==> config.mk <==
export PLATFORM = sky130hd
export DESIGN_NAME = mips_multicycle_controller_flat
export DESIGN_NICKNAME = d
export VERILOG_FILES = /design/src/rtl/mips_multicycle_controller_if.sv /design/src/rtl/mips_multicycle_controller.sv /design/src/flat_wrapper.sv
export SDC_FILE = /design/constraint.sdc
export NUM_CORES = 1
export LEC_CHECK = 0
export ABC_AREA = 1
export ABC_CLOCK_PERIOD_IN_PS = 2650
export CAP_MARGIN = 30
export CORE_MARGIN = 1
export CORE_UTILIZATION = 45
export DETAILED_ROUTE_END_ITERATION = 12
export GPL_TIMING_DRIVEN = 1
export PLACE_DENSITY = 0.8
export SETUP_SLACK_MARGIN = 0.02
export SKIP_CTS_REPAIR_TIMING = 1
export SYNTH_ARGS = -nofsm -noshare
export SYNTH_HDL_FRONTEND = slang
export SYNTH_SLANG_ARGS = --single-unit
==> constraint.sdc <==
create_clock -name clk -period 2.65 [get_ports clk]
set_input_delay 0.53 -clock clk [delete_from_list [all_inputs] [get_ports clk]]
set_output_delay 0.53 -clock clk [all_outputs]
set_load 0.02 [all_outputs]
==> src/rtl/mips_multicycle_controller_if.sv <==
// ============================================================================
// Module   : mips_multicycle_controller_if
// Brief    : Control/status bundle between the multicycle controller and its datapath
// Revision : 1.0
// ============================================================================
`default_nettype none

interface mips_multicycle_controller_if #(
  parameter int CNT_W = 16
);
  logic [5:0]       Op;
  logic [5:0]       Funct;
  logic             Zero;
  logic             IorD;
  logic             MemWrite;
  logic             IRWrite;
  logic             RegDst;
  logic             MemtoReg;
  logic             RegWrite;
  logic             ALUSrcA;
  logic [1:0]       ALUSrcB;
  logic [2:0]       ALUControl;
  logic [1:0]       PCSrc;
  logic             PCEn;
  logic [3:0]       State;
  logic             InstrDone;
  logic             IllegalOp;
  logic [CNT_W-1:0] InstrCount;

  modport master (
    input  Op, Funct, Zero,
    output IorD, MemWrite, IRWrite, RegDst, MemtoReg, RegWrite, ALUSrcA,
           ALUSrcB, ALUControl, PCSrc, PCEn, State, InstrDone, IllegalOp,
           InstrCount
  );

  modport slave (
    output Op, Funct, Zero,
    input  IorD, MemWrite, IRWrite, RegDst, MemtoReg, RegWrite, ALUSrcA,
           ALUSrcB, ALUControl, PCSrc, PCEn, State, InstrDone, IllegalOp,
           InstrCount
  );
endinterface

`default_nettype wire

==> src/rtl/mips_multicycle_controller.sv <==
// ============================================================================
// Module   : mips_multicycle_controller
// Brief    : Moore control FSM for a multicycle MIPS core with retire counter
// Revision : 1.0
// ============================================================================
`default_nettype none

module mips_multicycle_controller #(
  parameter int CNT_W = 16
) (
  input  wire logic                      clk,
  input  wire logic                      reset,
  mips_multicycle_controller_if.master   bus
);

  typedef enum logic [3:0] {
    S_FETCH  = 4'd0,
    S_DECODE = 4'd1,
    S_MEMADR = 4'd2,
    S_MEMRD  = 4'd3,
    S_MEMWB  = 4'd4,
    S_MEMWR  = 4'd5,
    S_RTEXE  = 4'd6,
    S_ALUWB  = 4'd7,
    S_BRANCH = 4'd8,
    S_IEXE   = 4'd9,
    S_IWB    = 4'd10,
    S_JUMP   = 4'd11
  } state_t;

  localparam logic [5:0] c_op_rtype = 6'b000000;
  localparam logic [5:0] c_op_lw    = 6'b100011;
  localparam logic [5:0] c_op_sw    = 6'b101011;
  localparam logic [5:0] c_op_beq   = 6'b000100;
  localparam logic [5:0] c_op_addi  = 6'b001000;
  localparam logic [5:0] c_op_slti  = 6'b001010;
  localparam logic [5:0] c_op_j     = 6'b000010;

  state_t           r_state;
  state_t           w_next;
  logic [CNT_W-1:0] r_count;

  logic       w_iord, w_memwrite, w_irwrite, w_regdst, w_memtoreg, w_regwrite;
  logic       w_alusrca, w_pcwrite, w_branch, w_done, w_illegal;
  logic [1:0] w_alusrcb, w_pcsrc;
  logic [2:0] w_aluctl;

  always_ff @(posedge clk or posedge reset) begin
    if (reset) begin
      r_state <= S_FETCH;
    end else begin
      r_state <= w_next;
    end
  end

  always_comb begin
    w_next     = S_FETCH;
    w_iord     = 1'b0;
    w_memwrite = 1'b0;
    w_irwrite  = 1'b0;
    w_regdst   = 1'b0;
    w_memtoreg = 1'b0;
    w_regwrite = 1'b0;
    w_alusrca  = 1'b0;
    w_alusrcb  = 2'b00;
    w_aluctl   = 3'b000;
    w_pcsrc    = 2'b00;
    w_pcwrite  = 1'b0;
    w_branch   = 1'b0;
    w_done     = 1'b0;
    w_illegal  = 1'b0;
    case (r_state)
      S_FETCH: begin
        w_irwrite = 1'b1;
        w_pcwrite = 1'b1;
        w_alusrcb = 2'b01;
        w_aluctl  = 3'b010;
        w_next    = S_DECODE;
      end
      S_DECODE: begin
        w_alusrcb = 2'b11;
        w_aluctl  = 3'b010;
        case (bus.Op)
          c_op_lw, c_op_sw:     w_next = S_MEMADR;
          c_op_rtype:           w_next = S_RTEXE;
          c_op_beq:             w_next = S_BRANCH;
          c_op_addi, c_op_slti: w_next = S_IEXE;
          c_op_j:               w_next = S_JUMP;
          default:              w_illegal = 1'b1;
        endcase
      end
      S_MEMADR: begin
        w_alusrca = 1'b1;
        w_alusrcb = 2'b10;
        w_aluctl  = 3'b010;
        w_next    = (bus.Op == c_op_sw) ? S_MEMWR : S_MEMRD;
      end
      S_MEMRD: begin
        w_iord = 1'b1;
        w_next = S_MEMWB;
      end
      S_MEMWB: begin
        w_memtoreg = 1'b1;
        w_regwrite = 1'b1;
        w_done     = 1'b1;
      end
      S_MEMWR: begin
        w_iord     = 1'b1;
        w_memwrite = 1'b1;
        w_done     = 1'b1;
      end
      S_RTEXE: begin
        w_alusrca = 1'b1;
        w_next    = S_ALUWB;
        case (bus.Funct)
          6'b100000: w_aluctl = 3'b010;
          6'b100010: w_aluctl = 3'b110;
          6'b100100: w_aluctl = 3'b000;
          6'b100101: w_aluctl = 3'b001;
          6'b101010: w_aluctl = 3'b111;
          default: begin
            // Unknown funct abandons the instruction without writeback or retire
            w_aluctl  = 3'b010;
            w_illegal = 1'b1;
            w_next    = S_FETCH;
          end
        endcase
      end
      S_ALUWB: begin
        w_regdst   = 1'b1;
        w_regwrite = 1'b1;
        w_done     = 1'b1;
      end
      S_BRANCH: begin
        w_alusrca = 1'b1;
        w_aluctl  = 3'b110;
        w_pcsrc   = 2'b01;
        w_branch  = 1'b1;
        w_done    = 1'b1;
      end
      S_IEXE: begin
        w_alusrca = 1'b1;
        w_alusrcb = 2'b10;
        w_aluctl  = (bus.Op == c_op_slti) ? 3'b111 : 3'b010;
        w_next    = S_IWB;
      end
      S_IWB: begin
        w_regwrite = 1'b1;
        w_done     = 1'b1;
      end
      S_JUMP: begin
        w_pcsrc   = 2'b10;
        w_pcwrite = 1'b1;
        w_done    = 1'b1;
      end
      default: w_illegal = 1'b1;
    endcase
  end

  always_ff @(posedge clk or posedge reset) begin
    if (reset) begin
      r_count <= '0;
    end else if (w_done) begin
      r_count <= r_count + 1'b1;
    end
  end

  // Side-effecting strobes are held low for the whole reset window
  assign bus.IRWrite    = w_irwrite  & ~reset;
  assign bus.PCEn       = (w_pcwrite | (w_branch & bus.Zero)) & ~reset;
  assign bus.MemWrite   = w_memwrite & ~reset;
  assign bus.RegWrite   = w_regwrite & ~reset;
  assign bus.InstrDone  = w_done     & ~reset;
  assign bus.IllegalOp  = w_illegal  & ~reset;
  assign bus.IorD       = w_iord;
  assign bus.RegDst     = w_regdst;
  assign bus.MemtoReg   = w_memtoreg;
  assign bus.ALUSrcA    = w_alusrca;
  assign bus.ALUSrcB    = w_alusrcb;
  assign bus.ALUControl = w_aluctl;
  assign bus.PCSrc      = w_pcsrc;
  assign bus.State      = r_state;
  assign bus.InstrCount = r_count;

endmodule

`default_nettype wire
==> src/flat_wrapper.sv <==
// flat-port wrapper written by rule: the top's interface ports become plain ports
module mips_multicycle_controller_flat 
#(
  parameter int CNT_W = 16
)
  (clk, reset, bus_Op, bus_Funct, bus_Zero, bus_IorD, bus_MemWrite, bus_IRWrite, bus_RegDst, bus_MemtoReg, bus_RegWrite, bus_ALUSrcA, bus_ALUSrcB, bus_ALUControl, bus_PCSrc, bus_PCEn, bus_State, bus_InstrDone, bus_IllegalOp, bus_InstrCount);
  mips_multicycle_controller_if #(.CNT_W(CNT_W)) bus_i ();
  input  wire logic clk;
  input  wire logic reset;
  input wire logic [$bits(bus_i.Op)-1:0] bus_Op;
  input wire logic [$bits(bus_i.Funct)-1:0] bus_Funct;
  input wire logic [$bits(bus_i.Zero)-1:0] bus_Zero;
  output wire logic [$bits(bus_i.IorD)-1:0] bus_IorD;
  output wire logic [$bits(bus_i.MemWrite)-1:0] bus_MemWrite;
  output wire logic [$bits(bus_i.IRWrite)-1:0] bus_IRWrite;
  output wire logic [$bits(bus_i.RegDst)-1:0] bus_RegDst;
  output wire logic [$bits(bus_i.MemtoReg)-1:0] bus_MemtoReg;
  output wire logic [$bits(bus_i.RegWrite)-1:0] bus_RegWrite;
  output wire logic [$bits(bus_i.ALUSrcA)-1:0] bus_ALUSrcA;
  output wire logic [$bits(bus_i.ALUSrcB)-1:0] bus_ALUSrcB;
  output wire logic [$bits(bus_i.ALUControl)-1:0] bus_ALUControl;
  output wire logic [$bits(bus_i.PCSrc)-1:0] bus_PCSrc;
  output wire logic [$bits(bus_i.PCEn)-1:0] bus_PCEn;
  output wire logic [$bits(bus_i.State)-1:0] bus_State;
  output wire logic [$bits(bus_i.InstrDone)-1:0] bus_InstrDone;
  output wire logic [$bits(bus_i.IllegalOp)-1:0] bus_IllegalOp;
  output wire logic [$bits(bus_i.InstrCount)-1:0] bus_InstrCount;
  assign bus_i.Op = bus_Op;
  assign bus_i.Funct = bus_Funct;
  assign bus_i.Zero = bus_Zero;
  assign bus_IorD = bus_i.IorD;
  assign bus_MemWrite = bus_i.MemWrite;
  assign bus_IRWrite = bus_i.IRWrite;
  assign bus_RegDst = bus_i.RegDst;
  assign bus_MemtoReg = bus_i.MemtoReg;
  assign bus_RegWrite = bus_i.RegWrite;
  assign bus_ALUSrcA = bus_i.ALUSrcA;
  assign bus_ALUSrcB = bus_i.ALUSrcB;
  assign bus_ALUControl = bus_i.ALUControl;
  assign bus_PCSrc = bus_i.PCSrc;
  assign bus_PCEn = bus_i.PCEn;
  assign bus_State = bus_i.State;
  assign bus_InstrDone = bus_i.InstrDone;
  assign bus_IllegalOp = bus_i.IllegalOp;
  assign bus_InstrCount = bus_i.InstrCount;
  mips_multicycle_controller #(.CNT_W(CNT_W)) u_core (.clk(clk), .reset(reset), .bus(bus_i));
endmodule
* Yosys cells after proc, flatten, opt, wreduce, memory -nomap -nowiden
Cells that the tools add are included.
** Storage, ports and cells
- Input port bits :: 15
- Word-level logic and storage cells :: 70
- Register bits :: 20
- Latch bits :: 0
- Memory bits (writable) :: 0
- ROM bits :: 0
- Memories kept :: 0
** Operators by class
- Muxes and demuxes :: 22
- Divide/modulo/power cells :: 0
- Magnitude comparators :: 0
- Shift operators :: 0
- Bitwise gates (word level) :: 9
- Reduce and logical (&&, ||, !) cells :: 14
- Eq/ne operators :: 22
- Add/sub/neg operators :: 1
- Multiply operators :: 0
** Operators by type and width (count)
- $eq 6x6->1 const B :: 7
- $pmux 3 s4 :: 2
- $pmux 4 s6 :: 1
- $pmux 4 s5 :: 1
- $add 16x1->16 const B :: 1
- $eq 4x3->1 const B :: 4
- $eq 4x4->1 const B :: 4
- $eq 6x4->1 const B :: 2
- $mux 1 :: 12
- $reduce_or 10->1 :: 1
- $reduce_or 2->1 :: 5
- $mux 3 :: 3
- $eq 4x2->1 const B :: 2
- $and 1x1->1 :: 7
- $reduce_or 7->1 :: 1
- $eq 6x2->1 const B :: 1
- $eq 6x3->1 const B :: 1
- $logic_not 6->1 :: 1
- $pmux 2 s3 :: 1
- $reduce_or 3->1 :: 2
- $reduce_or 6->1 :: 1
- $reduce_or 5->1 :: 1
- $eq 4x1->1 const B :: 1
- $logic_not 4->1 :: 1
- 5 further kinds :: 5

* Depth between registers and ports, before layout
- Depth in word-level cells :: 5
- Depth in mapped cells :: 9
- Gate-level depth less buffers :: 9

* Worst setup path before layout
No wires, ideal clock.
- Path kind :: register to output
- Start point :: register u_core.r_state[2] (netlist: u_core.bus.State[2])
- End point :: output port bus_RegWrite
- Arrival time :: 1.612 ns
- Path slack :: 0.508 ns
- Data required time :: 2.120 ns
- Path buffers :: 0
- Cell stages (with the launch flop) :: 7
- Cells stage by stage :: dfrtp_1 > inv_1 > nor2_1 > inv_1 > nor2_1 > nor2_1 > a21oi_1
** On the way
- Cells in the longest elaborated chain, start to end :: 4
** RTL lines
- start: declaration :: line mips_multicycle_controller.sv:39 : state_t r_state;
- start signal: assignment :: line mips_multicycle_controller.sv:52 : r_state <= w_next;
- $eq 4x3->1 or $eq 4x4->1 (tied branches) :: line mips_multicycle_controller.sv:72 : case (r_state)
- $reduce_or 3->1 (no line) (*)
- $mux 1 (*) :: line mips_multicycle_controller.sv:72
- $and 1x1->1 (*) :: line mips_multicycle_controller.sv:172 : assign bus.RegWrite = w_regwrite & ~reset;
- end: declaration :: line flat_wrapper.sv:18 : output wire logic [$bits(bus_i.RegWrite)-1:0] bus_RegWrite;
Every way passes the cells marked *; elsewhere a longest branch is shown, timed or not.

* Final worst setup path
- Start point :: register u_core.r_state[2] (netlist: u_core.bus.State[2])
- End point :: output port bus_IRWrite
** On the way
- Cells in the longest elaborated chain, start to end :: 3
** RTL lines
- $logic_not 4->1 :: line mips_multicycle_controller.sv:72
- $mux 1 :: line mips_multicycle_controller.sv:72
- $and 1x1->1 :: line mips_multicycle_controller.sv:169 : assign bus.IRWrite = w_irwrite & ~reset;
- end: declaration :: line flat_wrapper.sv:15 : output wire logic [$bits(bus_i.IRWrite)-1:0] bus_IRWrite;
Every way passes these cells.

==> Implementation_results.wiki <==
{| class="wikitable"
! Metric !! Value
|-
| Latest clock arrival within the worst-skew pair || 0.31 ns
|-
| CTS H-tree depth || 1
|-
| Slowest cell on crit path || sky130_fd_sc_hd__clkdlybuf4s50_1
|-
| Power, Total || 1.39 mW
|-
| RR Startpoint || u_core.bus.State[1]$_DFF_PP0_
|-
| Cell area after synthesis || 1460 µm²
|-
| Area occupied by multi-input gates || 840 µm²
|-
| Worst-margin pin slew || 0.299 ns
|-
| Total clock buffers created by CTS || 3
|-
| Routed length per instance || 11.0 µm
|-
| Cells along the critical path || inv_1, nand2_1, buf_4, nor3_1, clkdlybuf4s50_1
|-
| Reported net switching power || 0.626 mW
|-
| Number of cells in the finished layout apart from fillers || 327
|-
| Wire length of the first global-routing pass || 5.96 mm
|-
| Leak || 1.13 nW
|-
| Register clock-pin slew on the reported worst setup and hold paths || 0.11 ns
|-
| Largest driver fanout on the critical path || 7
|-
| Design internal power || 0.764 mW
|-
| Worst path buffer plus inverter count || 3
|-
| Beginning of the critical path || u_core.bus.State[2]$_DFF_PP0_
|-
| DIE WIDTH || 59.0 µm
|-
| Critical hold path startpoint || u_core.bus.InstrCount[9]$_DFFE_PP0N_
|-
| Cell family with most CP delay || buffers and inverters
|-
| Synth area leaders || sky130_fd_sc_hd__dfrtp_1 34%, sky130_fd_sc_hd__nand2_1 14%, sky130_fd_sc_hd__nor2_1 12%
|-
| Antenna diode count || 0
|-
| Synth area leader || sky130_fd_sc_hd__dfrtp_1
|-
| Min-delay worst type || reg2reg
|-
| Unrepaired setup endpoints after global routing || no
|-
| Count of maximum capacitance violations || 0
|-
| Crit Path Category || reg2out
|-
| Internal reg-to-reg setup slack || 1.10 ns
|-
| Register-to-Register Path Depth || 9
|-
| Clock tree skew after final layout || 0.00910 ns
|-
| Status || finished, final reports clean
|-
| First DRT Iteration DRCs || 69
|-
| Synthesized Nets || 237
|-
| Final antenna-violating net count || 0
|-
| Reg power frac || 0.308
|-
| Maximum number of buffers from clock root to sink || 2
|-
| # rows || 20
|-
| Required time of the critical path || 2.12 ns
|-
| Headroom to the max-slew limit || 0.799
|-
| Number of hold violations in the final report || 0
|-
| Number of top-level pins || 52
|-
| Flops & latches, synth || 20
|-
| Fraction of layout cells with a size suffix above 1 || 0.0989
|-
| Number of buffers added on ports || 51
|-
| Proportion of power drawn by the clock network || 0.127
|-
| Via density per instance || 4.82
|-
| Final count of negative-setup-slack endpoints || 0
|-
| Biggest cell delay along the critical path || 0.63 ns
|-
| Number of pins exceeding their max-slew limit in the final report || 0
|-
| Flip-flop and latch area || 502 µm²
|-
| Pin count of the biggest net entering global routing || 21
|-
| Minimum period implied by the final worst setup slack || 2.44 ns
|-
| Post-Synthesis Mean Instance Area || 6.62 µm²
|-
| Post-placement cell count || 323
|-
| Die area || 3490 µm²
|-
| Wire length reported by the detailed router || 3.61 mm
|-
| Endpoint, Worst Hold || u_core.bus.InstrCount[9]$_DFFE_PP0N_
|-
| Count of unique library cells instantiated by Yosys || 27
|-
| Total Nets Final || 300
|-
| Area of the core region || 3080 µm²
|-
| Vias || 1575
|-
| Switching Share || 0.450
|-
| Synthesized instance count || 221
|-
| PD cells || 647 nW/µm²
|-
| Fmax achieved || 0.409 GHz
|-
| Number of global-route vias before repair || 1402
|-
| Area share of the leading cell type in the synthesized netlist || 0.342
|-
| Worst IR drop on VDD || 474 µV
|-
| GR Util All Layers || 0.224
|-
| Worst path setup slack after routing || 0.205 ns
|-
| Reg2Reg Capture Point || u_core.bus.InstrCount[11]$_DFFE_PP0N_
|-
| Launching element type of the critical path || flop
|-
| Warnings, synthesis || 0
|-
| Total congestion overflow || 0
|-
| CP arrival || 1.91 ns
|-
| Seq/Total Area, Yosys || 0.342
|-
| Number of DRC violations after detailed routing || 0
|-
| Worst Hold Margin || 0.519 ns
|-
| Worst hold path depth || 1
|-
| Library cell used as clock root buffer || sky130_fd_sc_hd__clkbuf_4
|-
| Height of the chip || 59.0 µm
|-
| Effective utilization at floorplan || 0.476
|-
| HPWL after detailed placement || 2.92 mm
|-
| Worst setup slack after placement || -0.0964 ns
|-
| Endpoint kind of the worst setup timing path || output port
|-
| Count of fill cells added during filler insertion || 267
|-
| CTS tree || done
|-
| Combinational cell fraction of total power || 0.565
|-
| Count of TritonRoute iterations in the first routing pass || 4
|-
| CTS sink count || 20
|-
| Area growth from synthesis to layout || 46.8%
|-
| Number of antenna violations at the first check in global routing || 0
|-
| Crit share post-route || 0.923
|-
| Routability cong. || 0.940
|}
==> cell usage after synthesis, drive strengths merged <==
library cell	instances
o22ai	2
nor3	4
nand3b	3
a21oi	6
inv	33
nor4	1
o21ai	5
nand2	57
nand4	4
o31ai	1
buf	1
xnor2	3
nand3	21
nor2	48
o211ai	1
dfrtp	20
ha	1
xor2	10
==> worst max-delay path by stage <==
stage | to | slack (ns) | cells after the start
5_1_grt | bus_IRWrite | 0.06 | 5
4_1_cts | bus_IllegalOp | -0.13 | 9
6_report | bus_IRWrite | 0.21 | 5
2_1_floorplan | bus_RegWrite | 0.51 | 6
3_3_place_gp | bus_IllegalOp | -0.06 | 10
3_5_place_dp | bus_IllegalOp | -0.1 | 10
==> metrics by stage <==
step | TNS (ns) | util | instance area [µm²]
finish | 0 | 0.698 | 2150
floorplan | 0 | - | 1460
CTS | -0.244 | 0.688 | 2120
global route | 0 | 0.698 | 2150
detailed placement | -0.0964 | 0.676 | 2080
global placement | -0.0627 | 0.676 | 2080
==> layer usage <==
| metal | routed length (µm) | global-route usage | vias up |
|---|---|---|---|
| li1 | - | - | 820 |
| met1 | 1740 | 0.309 | 713 |
| met2 | 1640 | 0.369 | 42 |
| met3 | 228 | 0.0546 | 0 |
| met4 | 0 | 0.0204 | 0 |
| met5 | 0 | 0 | - |
==> state kept, by name (all words and copies together) (netlist names) <==
signal and flops:
u_core.bus.InstrCount 16, u_core.bus.State 4
==> layout make-up <==
type / instances / share of cell area
flip-flops and latches: 20 / 0.233
repair buffers: 59 / 0.275
multi-input cells: 167 / 0.391
inverters: 33 / 0.0588
clock buffers: 4 / 0.0169
well taps: 44 / 0.0256
==> layout by cell type (no fill, tap or decap), drive strengths merged, types with 6 or more instances in the layout <==
master / n
a21oi: 6
buf: 8
nand2: 57
nor2: 48
nand3: 21
xor2: 10
inv: 33
dfrtp: 20
clkdlybuf4s50: 43
dlymetal6s2s: 8
==> power by group through the flow <==
stage / logic, mW / registers (mW) / clock network [mW]
after floorplan: 0.400 / 0.473 / 0
after detailed placement: 0.782 / 0.432 / 0
after global placement: 0.777 / 0.429 / 0
after CTS: 0.787 / 0.426 / 0.178
after global routing: 0.857 / 0.437 / 0.193
final: 0.785 / 0.429 / 0.177
==> logic make-up (layout without fill, tap and decap cells) <==
kind of cell | after synthesis | in the layout | synth area share
xor+xnor | 13 | 13 | 0.0778
flops | 20 | 20 | 0.342
fa+ha+maj | 1 | 1 | 0.00855
compound gates | 15 | 15 | 0.0564
simple gates | 138 | 138 | 0.424
buf+inv | 34 | 96 | 0.0915
No activity file was read; power rests on OpenSTA's default activity.
